==> config.mk <==
export PLATFORM = sky130hd
export DESIGN_NAME = fpu_addsub_seq
export DESIGN_NICKNAME = d
export VERILOG_FILES = /design/src/rtl/fpu_addsub_seq.sv
export SDC_FILE = /design/constraint.sdc
export NUM_CORES = 1
export LEC_CHECK = 0
export BUFFER_PORTS_ARGS = -buffer_cell sky130_fd_sc_hd__buf_2
export CORE_UTILIZATION = 40
export CTS_BUF_LIST = sky130_fd_sc_hd__clkbuf_4
export DETAILED_ROUTE_END_ITERATION = 7
export GPL_TIMING_DRIVEN = 0
export PLACE_DENSITY_LB_ADDON = 0.3
export SYNTH_ARGS = -nofsm -noshare
export SYNTH_HDL_FRONTEND = slang
export SYNTH_SLANG_ARGS = --single-unit
==> constraint.sdc <==
create_clock -name clk -period 8.5 [get_ports clk]
set_input_delay 1.275 -clock clk [delete_from_list [all_inputs] [get_ports clk]]
set_output_delay 1.275 -clock clk [all_outputs]
set_load 0.03 [all_outputs]
==> src/rtl/fpu_addsub_seq.sv <==
// fpu_addsub_seq: four-cycle IEEE-754 single-precision add/subtract responder.
// Round-to-nearest-even; denormal inputs are flushed to zero and no denormal is produced.
module fpu_addsub_seq #(
  parameter int unsigned LATENCY   = 4,
  parameter logic [31:0] CANON_NAN = 32'h7fc00000
) (
  input  logic        clk,
  input  logic        reset,
  input  logic        start,
  input  logic        sub,
  input  logic [31:0] a,
  input  logic [31:0] b,
  output logic        busy,
  output logic        done,
  output logic [31:0] result,
  output logic [3:0]  flags
);

  // One state per cycle of the operation plus IDLE.
  typedef enum logic [$clog2(LATENCY+1)-1:0] {
    IDLE, UNPACK, ALIGN, ADDNORM, ROUND
  } state_t;

  state_t      state_q, state_d;
  logic        busy_q, busy_d, done_q, done_d;
  logic [31:0] result_q, result_d;
  logic [3:0]  flags_q, flags_d;
  logic [31:0] a_q, a_d, b_q, b_d;
  logic        sub_q, sub_d;
  logic        special_q, special_d;
  logic [31:0] spec_res_q, spec_res_d;
  logic [3:0]  spec_flags_q, spec_flags_d;
  logic        sign_q, sign_d, eff_sub_q, eff_sub_d;
  logic [7:0]  exp_big_q, exp_big_d;
  logic [23:0] sig_big_q, sig_big_d, sig_small_q, sig_small_d;
  logic [4:0]  shamt_q, shamt_d;
  logic [26:0] al_small_q, al_small_d;

  logic        a_zero, b_zero, a_inf, b_inf, a_nan, b_nan, b_sign_eff, a_ge_b;
  logic [30:0] mag_a, mag_b, mag_big, mag_small;
  logic [7:0]  exp_diff;
  logic [4:0]  shamt_u;
  logic        spec_hit;
  logic [31:0] spec_val;
  logic [3:0]  spec_flg;

  // Classify the latched operands, flush denormals and order them by magnitude.
  always_comb begin
    b_sign_eff = b_q[31] ^ sub_q;
    a_zero     = (a_q[30:23] == 8'h00);
    b_zero     = (b_q[30:23] == 8'h00);
    a_inf      = (a_q[30:23] == 8'hff) && (a_q[22:0] == 23'h0);
    b_inf      = (b_q[30:23] == 8'hff) && (b_q[22:0] == 23'h0);
    a_nan      = (a_q[30:23] == 8'hff) && (a_q[22:0] != 23'h0);
    b_nan      = (b_q[30:23] == 8'hff) && (b_q[22:0] != 23'h0);
    mag_a      = a_zero ? 31'h0 : a_q[30:0];
    mag_b      = b_zero ? 31'h0 : b_q[30:0];
    a_ge_b     = (mag_a >= mag_b);
    mag_big    = a_ge_b ? mag_a : mag_b;
    mag_small  = a_ge_b ? mag_b : mag_a;
    exp_diff   = mag_big[30:23] - mag_small[30:23];
    shamt_u    = (exp_diff > 8'd27) ? 5'd27 : exp_diff[4:0];
    spec_hit   = 1'b1;
    spec_val   = CANON_NAN;
    spec_flg   = 4'b0000;
    if (a_nan || b_nan) begin
      spec_val = CANON_NAN;
    end else if (a_inf && b_inf) begin
      if (a_q[31] == b_sign_eff) spec_val = {a_q[31], 8'hff, 23'h0};
      else                       spec_flg = 4'b1000;
    end else if (a_inf) begin
      spec_val = {a_q[31], 8'hff, 23'h0};
    end else if (b_inf) begin
      spec_val = {b_sign_eff, 8'hff, 23'h0};
    end else if (a_zero && b_zero) begin
      spec_val = {a_q[31] & b_sign_eff, 31'h0};
    end else begin
      spec_hit = 1'b0;
    end
  end

  logic [53:0] align_ext;
  logic [26:0] small_aligned;

  // Shift the smaller significand right into {sig, guard, round, sticky}.
  always_comb begin
    align_ext     = {sig_small_q, 30'h0} >> shamt_q;
    small_aligned = {align_ext[53:28], align_ext[27] | (|align_ext[26:0])};
  end

  logic [27:0]       sum_raw;
  logic [26:0]       sum_norm;
  logic [4:0]        lzc;
  logic signed [9:0] exp_norm, exp_rnd;
  logic              grs_nz, round_up;
  logic [24:0]       sig_rnd;
  logic [22:0]       frac_rnd;
  logic [31:0]       calc_res;
  logic [3:0]        calc_flg;

  // Add/subtract, normalise, round to nearest even and apply range limits.
  always_comb begin
    if (eff_sub_q) sum_raw = {1'b0, sig_big_q, 3'b000} - {1'b0, al_small_q};
    else           sum_raw = {1'b0, sig_big_q, 3'b000} + {1'b0, al_small_q};
    lzc = 5'd0;
    for (int i = 0; i < 27; i++) begin
      if (sum_raw[i]) lzc = 5'(26 - i);
    end
    if (sum_raw[27]) begin
      sum_norm = {sum_raw[27:2], sum_raw[1] | sum_raw[0]};
      exp_norm = $signed({2'b00, exp_big_q}) + 10'sd1;
    end else begin
      sum_norm = sum_raw[26:0] << lzc;
      exp_norm = $signed({2'b00, exp_big_q}) - $signed({5'b00000, lzc});
    end
    grs_nz   = |sum_norm[2:0];
    round_up = sum_norm[2] & (sum_norm[1] | sum_norm[0] | sum_norm[3]);
    sig_rnd  = {1'b0, sum_norm[26:3]} + {24'h0, round_up};
    if (sig_rnd[24]) begin
      frac_rnd = sig_rnd[23:1];
      exp_rnd  = exp_norm + 10'sd1;
    end else begin
      frac_rnd = sig_rnd[22:0];
      exp_rnd  = exp_norm;
    end
    calc_res = {sign_q, exp_rnd[7:0], frac_rnd};
    calc_flg = {3'b000, grs_nz};
    if (sum_raw == 28'h0) begin
      calc_res = 32'h0;
      calc_flg = 4'b0000;
    end else if (exp_norm <= 10'sd0) begin
      calc_res = {sign_q, 31'h0};
      calc_flg = 4'b0011;
    end else if (exp_rnd >= 10'sd255) begin
      calc_res = {sign_q, 8'hff, 23'h0};
      calc_flg = 4'b0101;
    end
  end

  // Next-state and next-register values for the operation sequence.
  always_comb begin
    state_d      = state_q;
    busy_d       = busy_q;
    done_d       = 1'b0;
    result_d     = result_q;
    flags_d      = flags_q;
    a_d          = a_q;
    b_d          = b_q;
    sub_d        = sub_q;
    special_d    = special_q;
    spec_res_d   = spec_res_q;
    spec_flags_d = spec_flags_q;
    sign_d       = sign_q;
    eff_sub_d    = eff_sub_q;
    exp_big_d    = exp_big_q;
    sig_big_d    = sig_big_q;
    sig_small_d  = sig_small_q;
    shamt_d      = shamt_q;
    al_small_d   = al_small_q;
    case (state_q)
      IDLE: begin
        if (start) begin
          a_d     = a;
          b_d     = b;
          sub_d   = sub;
          busy_d  = 1'b1;
          state_d = UNPACK;
        end
      end
      UNPACK: begin
        special_d    = spec_hit;
        spec_res_d   = spec_val;
        spec_flags_d = spec_flg;
        sign_d       = a_ge_b ? a_q[31] : b_sign_eff;
        eff_sub_d    = a_q[31] ^ b_sign_eff;
        exp_big_d    = mag_big[30:23];
        sig_big_d    = {mag_big[30:23] != 8'h00, mag_big[22:0]};
        sig_small_d  = {mag_small[30:23] != 8'h00, mag_small[22:0]};
        shamt_d      = shamt_u;
        state_d      = ALIGN;
      end
      ALIGN: begin
        al_small_d = small_aligned;
        state_d    = ADDNORM;
      end
      ADDNORM: begin
        result_d = special_q ? spec_res_q : calc_res;
        flags_d  = special_q ? spec_flags_q : calc_flg;
        done_d   = 1'b1;
        state_d  = ROUND;
      end
      ROUND: begin
        busy_d  = 1'b0;
        state_d = IDLE;
      end
      default: begin
        busy_d  = 1'b0;
        state_d = IDLE;
      end
    endcase
  end

  // State, operand/datapath registers and registered outputs.
  always_ff @(posedge clk or posedge reset) begin
    if (reset) begin
      state_q      <= IDLE;
      busy_q       <= 1'b0;
      done_q       <= 1'b0;
      result_q     <= 32'h0;
      flags_q      <= 4'h0;
      a_q          <= 32'h0;
      b_q          <= 32'h0;
      sub_q        <= 1'b0;
      special_q    <= 1'b0;
      spec_res_q   <= 32'h0;
      spec_flags_q <= 4'h0;
      sign_q       <= 1'b0;
      eff_sub_q    <= 1'b0;
      exp_big_q    <= 8'h0;
      sig_big_q    <= 24'h0;
      sig_small_q  <= 24'h0;
      shamt_q      <= 5'h0;
      al_small_q   <= 27'h0;
    end else begin
      state_q      <= state_d;
      busy_q       <= busy_d;
      done_q       <= done_d;
      result_q     <= result_d;
      flags_q      <= flags_d;
      a_q          <= a_d;
      b_q          <= b_d;
      sub_q        <= sub_d;
      special_q    <= special_d;
      spec_res_q   <= spec_res_d;
      spec_flags_q <= spec_flags_d;
      sign_q       <= sign_d;
      eff_sub_q    <= eff_sub_d;
      exp_big_q    <= exp_big_d;
      sig_big_q    <= sig_big_d;
      sig_small_q  <= sig_small_d;
      shamt_q      <= shamt_d;
      al_small_q   <= al_small_d;
    end
  end

  assign busy   = busy_q;
  assign done   = done_q;
  assign result = result_q;
  assign flags  = flags_q;

endmodule

==> qor.yml, run 1 <==
outcome: "finished clean"
insertion_delay_ns: 0.74
drtIter0Drc: 1588
synthCells: 2177
port_buffers: 105
post-place-cells: 2876
die_w_um: 213.5
io_pins: 106
cp-end-kind: "register"
whs_ns: 0.4812
first_global_vias: 17927
cp_max_fo: 10
start_kind: "register"
crit_buf_inv: 5
async_flop_share: 1.000
die_y_um: 213.5
fin_ws_ns: 0.4439
timing.rr.end: "result[10]"
cts_buffer_depth: 3
slew_headroom: 0.1073
ys_seq_elements: 201
syn_area_mm2: 0.01788
synth-adder-area-share: 0.06716
crit_arrival_ns: 8.61
clk_pin_slew_ns: 0.07
gp_congestion: 0.9920
dpl.hpwl_mm: 54.04
reg2reg_slack_ns: 0.44
hold_viol_final: 0
syn_nets: 2339
instances_no_fill: 2975
cts_tree: "built"
maxCapViolCount: 0
min_from: "flags[3]"
ant_nets: 0
final_cell_mix: "249 x nand2_1, 201 x dfrtp_1, 168 x nor2_1, 161 x a21oi_1, 142 x o21ai_0"
tightest_slew_ns: 1.336
cts-root-buf: "clkbuf_4"
antenna_found_initial: 2
setup_viol: 0
synth_top_family_by_area: "compound AO/OA/AOI/OAI gates"
required_ns: 9.05
fp.dieArea_mm2: 0.04556
synthMuxAreaShare: 0.09633
grt_pass1_wl_mm: 104.2
drt-total-wl_mm: 67.57
synth_warnings: 0
cp_slowest_cell: "xnor2_1"
coreArea_mm2: 0.04412
cts_num_sinks: 201
grt_overflow: 0
vias: 18339
period_needed_ns: 8.056
whs_endpoint: "flags[3]"
layout_commonest_cell: "nand2_1"
synth_edf_count: 0
synth-compound-area-share: 0.2572
avgSynthCellArea_um2: 8.215
drt-wirelength-per-cell_um: 22.71
yosysSeqAreaShare: 0.2812
r2r-start: "sig_big_q[12]"
hp-class: "reg -> reg"
synth_simple_gate_area_frac: 0.2166
syn_to_final_growth_pct: 11.96
synth.distinct_cells: 120
pre_cts_slack_ns: 0.1482
cts_buffers: 53
nNetsFinal: 2503
htree_levels: 2
fin_skew_ns: 0.06835
start_util: 0.4053
drive_above_1_share: 0.1655
row_count: 77
fin_crit_sh: 0.9478
via_per_inst: 6.164
fillers: 4613
fmax_mhz: 124.1
route.detailed.drc: 0
path_class: "reg -> reg"
synth_xor_area_frac: 0.03281
cp_top_family: "compound AO/OA/AOI/OAI gates"
drv_slew: 0
grt.total_usage: 0.2966
firstDrtPassIters: 6
r2r_cells: 29
grt_max_degree: 117
synth-main-ff-cell: "dfrtp_1"
critPathMaxStageDelay_ns: 0.86
min_path_cells: 2
-- final cells by class --
cell class                 count  area (µm²)  share of cell area
clock inverter                22       143.9            0.007186
antenna                        3       7.507           0.0003749
sequential                   201        5030              0.2512
clock buffer                  72       540.5             0.02699
multi-input combinational   1757       12100              0.6043
inverter                      85       330.3             0.01650
timing repair buffer         110       580.6             0.02899
buffer                       133       549.3             0.02743
tap                          592       740.7             0.03699
-- metrics by stage --
step	area [µm²]	utilization	TNS, ns
final	20020	0.4538	0
after floorplan	17880	-	0
after detailed placement	19200	0.4350	0
after CTS	19880	0.4505	0
after global placement	19150	0.4340	-62.71
after global routing	20020	0.4537	-0.005086
-- sequential cells by signal (all words and copies together), names as in the netlist --
signal and flops:
a_q 32, b_q 32, result 32, al_small_q 27
sig_big_q 24, sig_small_q 24, exp_big_q 8, shamt_q 5
flags 4, spec_res_q 3, state_q 3, busy 1
done 1, eff_sub_q 1, sign_q 1, spec_flags_q 1
special_q 1, sub_q 1
-- cell families after synthesis --
logic type	after synthesis
DFF	201
AOI/OAI and AO/OA	675
adders and majority gates	95
buffers and inverters	219
xor gates and xnor gates	64
muxes	142
and+or+nand+nor	781
-- metal layers --
| metal | track usage | vias to the layer above | part of all wire |
|---|---|---|---|
| li1 | - | 8469 | - |
| met1 | 0.3835 | 8935 | 0.43 |
| met2 | 0.4985 | 764 | 0.47 |
| met3 | 0.03779 | 171 | 0.061 |
| met4 | 0.1244 | 0 | 0.043 |
| met5 | 0 | - | 0 |
-- cells in the mapped netlist (13+ instances only) --
library cell / instances / share of area
inv_1: 80 / 0.017
and3_1: 17 / 0.0059
nor2b_1: 25 / 0.0087
a21o_1: 16 / 0.0067
a211oi_1: 43 / 0.018
nand3_1: 63 / 0.018
and2_1: 38 / 0.013
xnor2_1: 40 / 0.020
mux2i_1: 50 / 0.028
a22o_1: 27 / 0.013
o21a_1: 13 / 0.0055
mux2_2: 73 / 0.046
dfrtp_1: 201 / 0.28
nand2_1: 249 / 0.052
mux4_2: 16 / 0.020
buf_2: 23 / 0.0064
or3_1: 15 / 0.0052
clkbuf_1: 97 / 0.020
o31ai_1: 14 / 0.0059
nor3_1: 55 / 0.015
a21oi_1: 162 / 0.045
nor2_1: 170 / 0.036
xor2_1: 22 / 0.011
o22ai_1: 16 / 0.0056
nand2b_1: 27 / 0.0094
ha_1: 92 / 0.064
nand4_1: 31 / 0.011
o211ai_1: 27 / 0.011
a31oi_1: 39 / 0.014
o21ai_0: 142 / 0.040
nor4_1: 27 / 0.0094
-- timing repair --
item	4_1_cts	5_1_grt
endpoints found under the hold margin	0	0
hold buffers	0	0
setup endpoints to repair	0	33
setup buffers	0	3
resized for setup	0	19
-- worst max-delay path by stage --
stage,startpoint,endpoint,slack [ns],cells past startpoint
after global routing,al_small_q[4],result[10],-0.005,31
final,sig_big_q[12],result[10],0.44,29
after CTS,al_small_q[0],result[17],0.04,31
after detailed placement,al_small_q[0],result[17],0.15,31
after floorplan,reset,a_q[0],1.74,1
after global placement,reset,result[21],-0.35,2
-- worst min-delay path, delay by kind of cell, from the launching register on --
kind             cells  cell delay (ns)
flip-flops           1             0.35
AND/OR/NAND/NOR      2             0.10
Power of run 1 is not shown: default switching activity piles up to over one toggle a cycle in this logic, so the estimate is an artifact.
==> run 2, diff against run 1 <==
==> constraint.sdc (replaced) <==
create_clock -name clk -period 8.5 [get_ports clk]
set_input_delay 0 -clock clk [delete_from_list [all_inputs] [get_ports clk]]
set_output_delay 0 -clock clk [all_outputs]
set_load 0.03 [all_outputs]
==> qor.yml, run 2 (synthesis results as in run 1) <==
r2r-start: "sig_big_q[12]"
timing.rr.end: "result[10]"
hold_viol_final: 0
ant_nets: 0
fp.dieArea_mm2: 0.04556
drt-total-wl_mm: 69.48
setup_viol: 0
port_buffers: 105
antenna_found_initial: 2
pre_cts_slack_ns: 0.1482
drv_slew: 0
endpoint: "result[10]"
final_cell_mix: "249 x nand2_1, 201 x dfrtp_1, 168 x nor2_1, 161 x a21oi_1, 142 x o21ai_0"
insertion_delay_ns: 0.73
row_count: 77
cp_max_fo: 10
final.setup.tns_ns: 0
fin_skew_ns: 0.06836
slew_headroom: 0.1002
drt-wirelength-per-cell_um: 22.77
path_class: "reg -> reg"
die_w_um: 213.5
dpl.hpwl_mm: 54.04
crit_arrival_ns: 8.60
io_pins: 106
nNetsFinal: 2580
required_ns: 9.05
gp_congestion: 0.9920
grt_pass1_wl_mm: 107.1
grt_overflow: 0
fin_util: 0.4712
hp-class: "in -> reg"
route.detailed.drc: 0
r2r_cells: 29
critPathMaxStageDelay_ns: 0.84
start_kind: "register"
fin_ws_ns: 0.4433
grt.total_usage: 0.3053
cp_slowest_cell: "xnor2_1"
clk_pin_slew_ns: 0.08
syn_to_final_growth_pct: 16.26
cp-end-kind: "register"
vias: 18692
via_per_inst: 6.127
die_y_um: 213.5
tightest_slew_ns: 1.346
outcome: "finished clean"
period_needed_ns: 8.057
layout_commonest_cell: "nand2_1"
cts-root-buf: "clkbuf_4"
coreArea_mm2: 0.04412
drive_above_1_share: 0.1604
maxCapViolCount: 0
cts_buffers: 53
firstDrtPassIters: 6
fin_crit_sh: 0.9478
cts_num_sinks: 201
grt_max_degree: 117
start_util: 0.4053
startpoint: "sig_big_q[12]"
fillers: 4488
htree_levels: 2
reg2reg_slack_ns: 0.44
first_global_vias: 18446
drtIter0Drc: 1642
cts_buffer_depth: 3
fmax_mhz: 124.1
cts_tree: "built"
-- run 2: cell count changes in the layout (fill, tap and decap cells not counted) --
cell,change
dlygate4sd3_1,+77
diode_2,-1
-- run 2: per-stage QoR --
step | hold slack, ns | instance area (µm²) | std cells
global placement | 0.2129 | 19150 | 2874
CTS | 0.0003558 | 20650 | 3047
global route | 0.008811 | 20790 | 3050
floorplan | 0.1168 | 17880 | 2177
finish | 0.03020 | 20790 | 3051
detailed placement | 0.1261 | 19200 | 2876
-- run 2: final cells by class --
type	instances	area, µm²	area share
antenna	2	5.005	0.0002407
buffer	133	549.3	0.02642
clock buffer	72	540.5	0.02600
clock inverter	22	143.9	0.006920
inverter	85	330.3	0.01589
multi-input combinational	1757	12100	0.5820
sequential	201	5030	0.2419
tap	592	740.7	0.03562
timing repair buffer	187	1351	0.06499
-- run 2: worst min-delay path by stage --
stage,startpoint,to,cells past startpoint,slack [ns]
after detailed placement,reset,b_q[17],2,0.13
after floorplan,b[23],b_q[23],2,0.12
final,a[12],a_q[12],3,0.03
after global routing,a[12],a_q[12],3,0.009
after CTS,a[9],a_q[9],3,0.0004
after global placement,b[30],b_q[30],3,0.21
-- run 2: critical path, delay by kind of cell (launching register included) --
kind            cells  cell delay [ns]
xor+xnor            1             0.84
flops               1             0.42
fa+ha+maj           2             0.69
compound gates     11             2.77
simple gates       10             2.06
buf+inv             5             1.09
-- run 2: what timing repair did --
item                                   4_1_cts  5_1_grt
setup buffers                                0        3
setup endpoints to repair                    0       33
hold buffers                                77        0
gates resized for setup                      0       19
endpoints found under the hold margin      209        0
-- run 2: metal layers --
layer | share of wire | up-vias | track usage
li1 | - | 8608 | -
met5 | 0 | - | 0
met1 | 0.42 | 9065 | 0.3879
met2 | 0.47 | 815 | 0.5178
met3 | 0.062 | 204 | 0.03881
met4 | 0.048 | 0 | 0.1360
Power of run 2 is left out for the same reason.
==> run 3, diff against run 2 <==
- ABC_AREA: default -> 1
==> qor.yml, run 3 <==
post_cts_resized: 0
layout_commonest_cell: "nand2_1"
slew_headroom: 0.4394
ant_nets: 0
synth_top_area_frac: 0.2888
die_y_um: 210.7
drt-wirelength-per-cell_um: 18.48
grt_max_degree: 112
cp_max_fo: 10
grt_overflow: 0
async_flop_share: 1.000
grt_pass1_wl_mm: 103.1
cts_buffers: 54
drtIter0Drc: 1785
cts_tree: "built"
cp_slowest_cell: "o41ai_1"
avgSynthCellArea_um2: 6.700
grt.total_usage: 0.2963
required_ns: 9.11
multi_input_area_mm2: 0.01073
synthCells: 2600
hold_viol_final: 0
vias: 19515
crit_path_frequent_cell: "nand2_1"
syn_area_mm2: 0.01742
fin_skew_ns: 0.1425
cp-end-kind: "register"
setup_viol: 0
start_kind: "register"
whs_ns: 0.03406
via_per_inst: 5.530
synthTopCellsByArea: "dfrtp_1 29%, nand2_1 15%, nand3_1 7.8%, ha_1 6.6%, o21ai_0 5.7%"
firstDrtPassIters: 6
syn_to_final_growth_pct: 19.31
cts_buffer_depth: 3
final_cell_mix: "687 x nand2_1, 270 x nand3_1, 249 x inv_1, 201 x dfrtp_1, 199 x o21ai_0"
io_pins: 106
maxCapViolCount: 0
htree_levels: 2
regArea_mm2: 0.005030
cts_num_sinks: 201
insertion_delay_ns: 0.86
yosys.cell_count.top_type: "nand2_1"
synth_warnings: 0
syn_nets: 2762
cts_hold_buf: 137
final.setup.tns_ns: 0
route.detailed.drc: 0
drv_slew: 0
drive_above_1_share: 0.1231
start_util: 0.4053
synth-main-ff-cell: "dfrtp_1"
die_w_um: 210.7
drt-total-wl_mm: 65.22
fin_crit_sh: 0.8651
gp_congestion: 1.006
row_count: 76
path_class: "reg -> reg"
clk_pin_slew_ns: 0.06
period_needed_ns: 7.354
r2r-start: "sig_big_q[0]"
outcome: "finished clean"
synth_commonest_cells: "687 x nand2_1, 270 x nand3_1, 250 x inv_1"
pre_cts_slack_ns: 1.394
yosysTopAreaCell: "dfrtp_1"
min_from: "b[24]"
startpoint: "sig_big_q[0]"
cts-root-buf: "clkbuf_4"
antenna_found_initial: 1
fillers: 4355
tightest_slew_ns: 0.8353
critPathMaxStageDelay_ns: 0.65
dpl.hpwl_mm: 49.56
fmax_mhz: 136.0
coreArea_mm2: 0.04298
port_buffers: 105
crit_arrival_ns: 7.97
synth_edf_count: 0
ys_seq_elements: 201
first_global_vias: 19097
nNetsFinal: 3061
cts_setup_buffers: 0
fp.dieArea_mm2: 0.04439
yosysSeqAreaShare: 0.2888
hp-class: "in -> reg"
fin_ws_ns: 1.146
synth.distinct_cells: 66
rsz0062_at_grt: "false"
-- run 3: cell types whose count changed after synthesis, sizes merged, moves of 38 or more --
cell    previous run  this run
nand2            250       715
a211oi            47         7
inv               84       279
and2              38         0
nand3             63       277
o21ai            153       238
mux2              75        30
-- run 3: critical path: cells and delay by family, from the launching register on --
kind                       cells  cell delay (ns)
DFF                            1             0.41
buffers and inverters          5             0.79
and+or+nand+nor               21             2.50
xor gates and xnor gates       1             0.37
AOI/OAI and AO/OA              9             2.11
adders and majority gates      3             0.93
-- run 3: path summary, 6_finish.rpt --
check                      slack, ns  cells after the start            end
setup / recovery                1.15                     39     result[17]
hold / removal                  0.03                      4        b_q[24]
setup reg to reg                1.15                     39     result[17]
hold reg to reg                 0.48                      2       flags[3]
max in group asynchronous       7.02                      5  sig_big_q[13]
min in group asynchronous       0.49                      4        a_q[17]
-- run 3: stage by stage --
stage            util  cell area [µm²]  cells
3_5_place_dp   0.4353            18710   3291
2_1_floorplan       -            17420   2600
4_1_cts        0.4834            20780   3526
3_3_place_gp   0.4345            18680   3290
5_1_grt        0.4835            20780   3528
6_report       0.4836            20780   3529
-- run 3: cells by family after synthesis --
logic type / after synthesis / synth area share
simple gates: 1279 / 0.3256
compound gates: 505 / 0.1613
buf+inv: 414 / 0.09553
flops: 201 / 0.2888
fa+ha+maj: 94 / 0.06838
mux: 56 / 0.03433
xor+xnor: 51 / 0.02607
-- run 3: cell type report --
| cell class | count | area share |
|---|---|---|
| antenna | 3 | 0.0003612 |
| buffer | 132 | 0.02914 |
| clock buffer | 79 | 0.02854 |
| clock inverter | 19 | 0.004816 |
| inverter | 282 | 0.05129 |
| multi-input combinational | 1985 | 0.5160 |
| sequential | 201 | 0.2420 |
| tap | 585 | 0.03522 |
| timing repair buffer | 243 | 0.09259 |
-- run 3: layer usage --
| layer | vias to the layer above | part of all wire | track usage |
|---|---|---|---|
| met4 | 0 | 0.037 | 0.1142 |
| met2 | 847 | 0.46 | 0.4896 |
| met3 | 159 | 0.071 | 0.04668 |
| li1 | 9322 | - | - |
| met1 | 9187 | 0.43 | 0.3880 |
| met5 | - | 0 | 0 |
Power of run 3 is left out for the same reason.
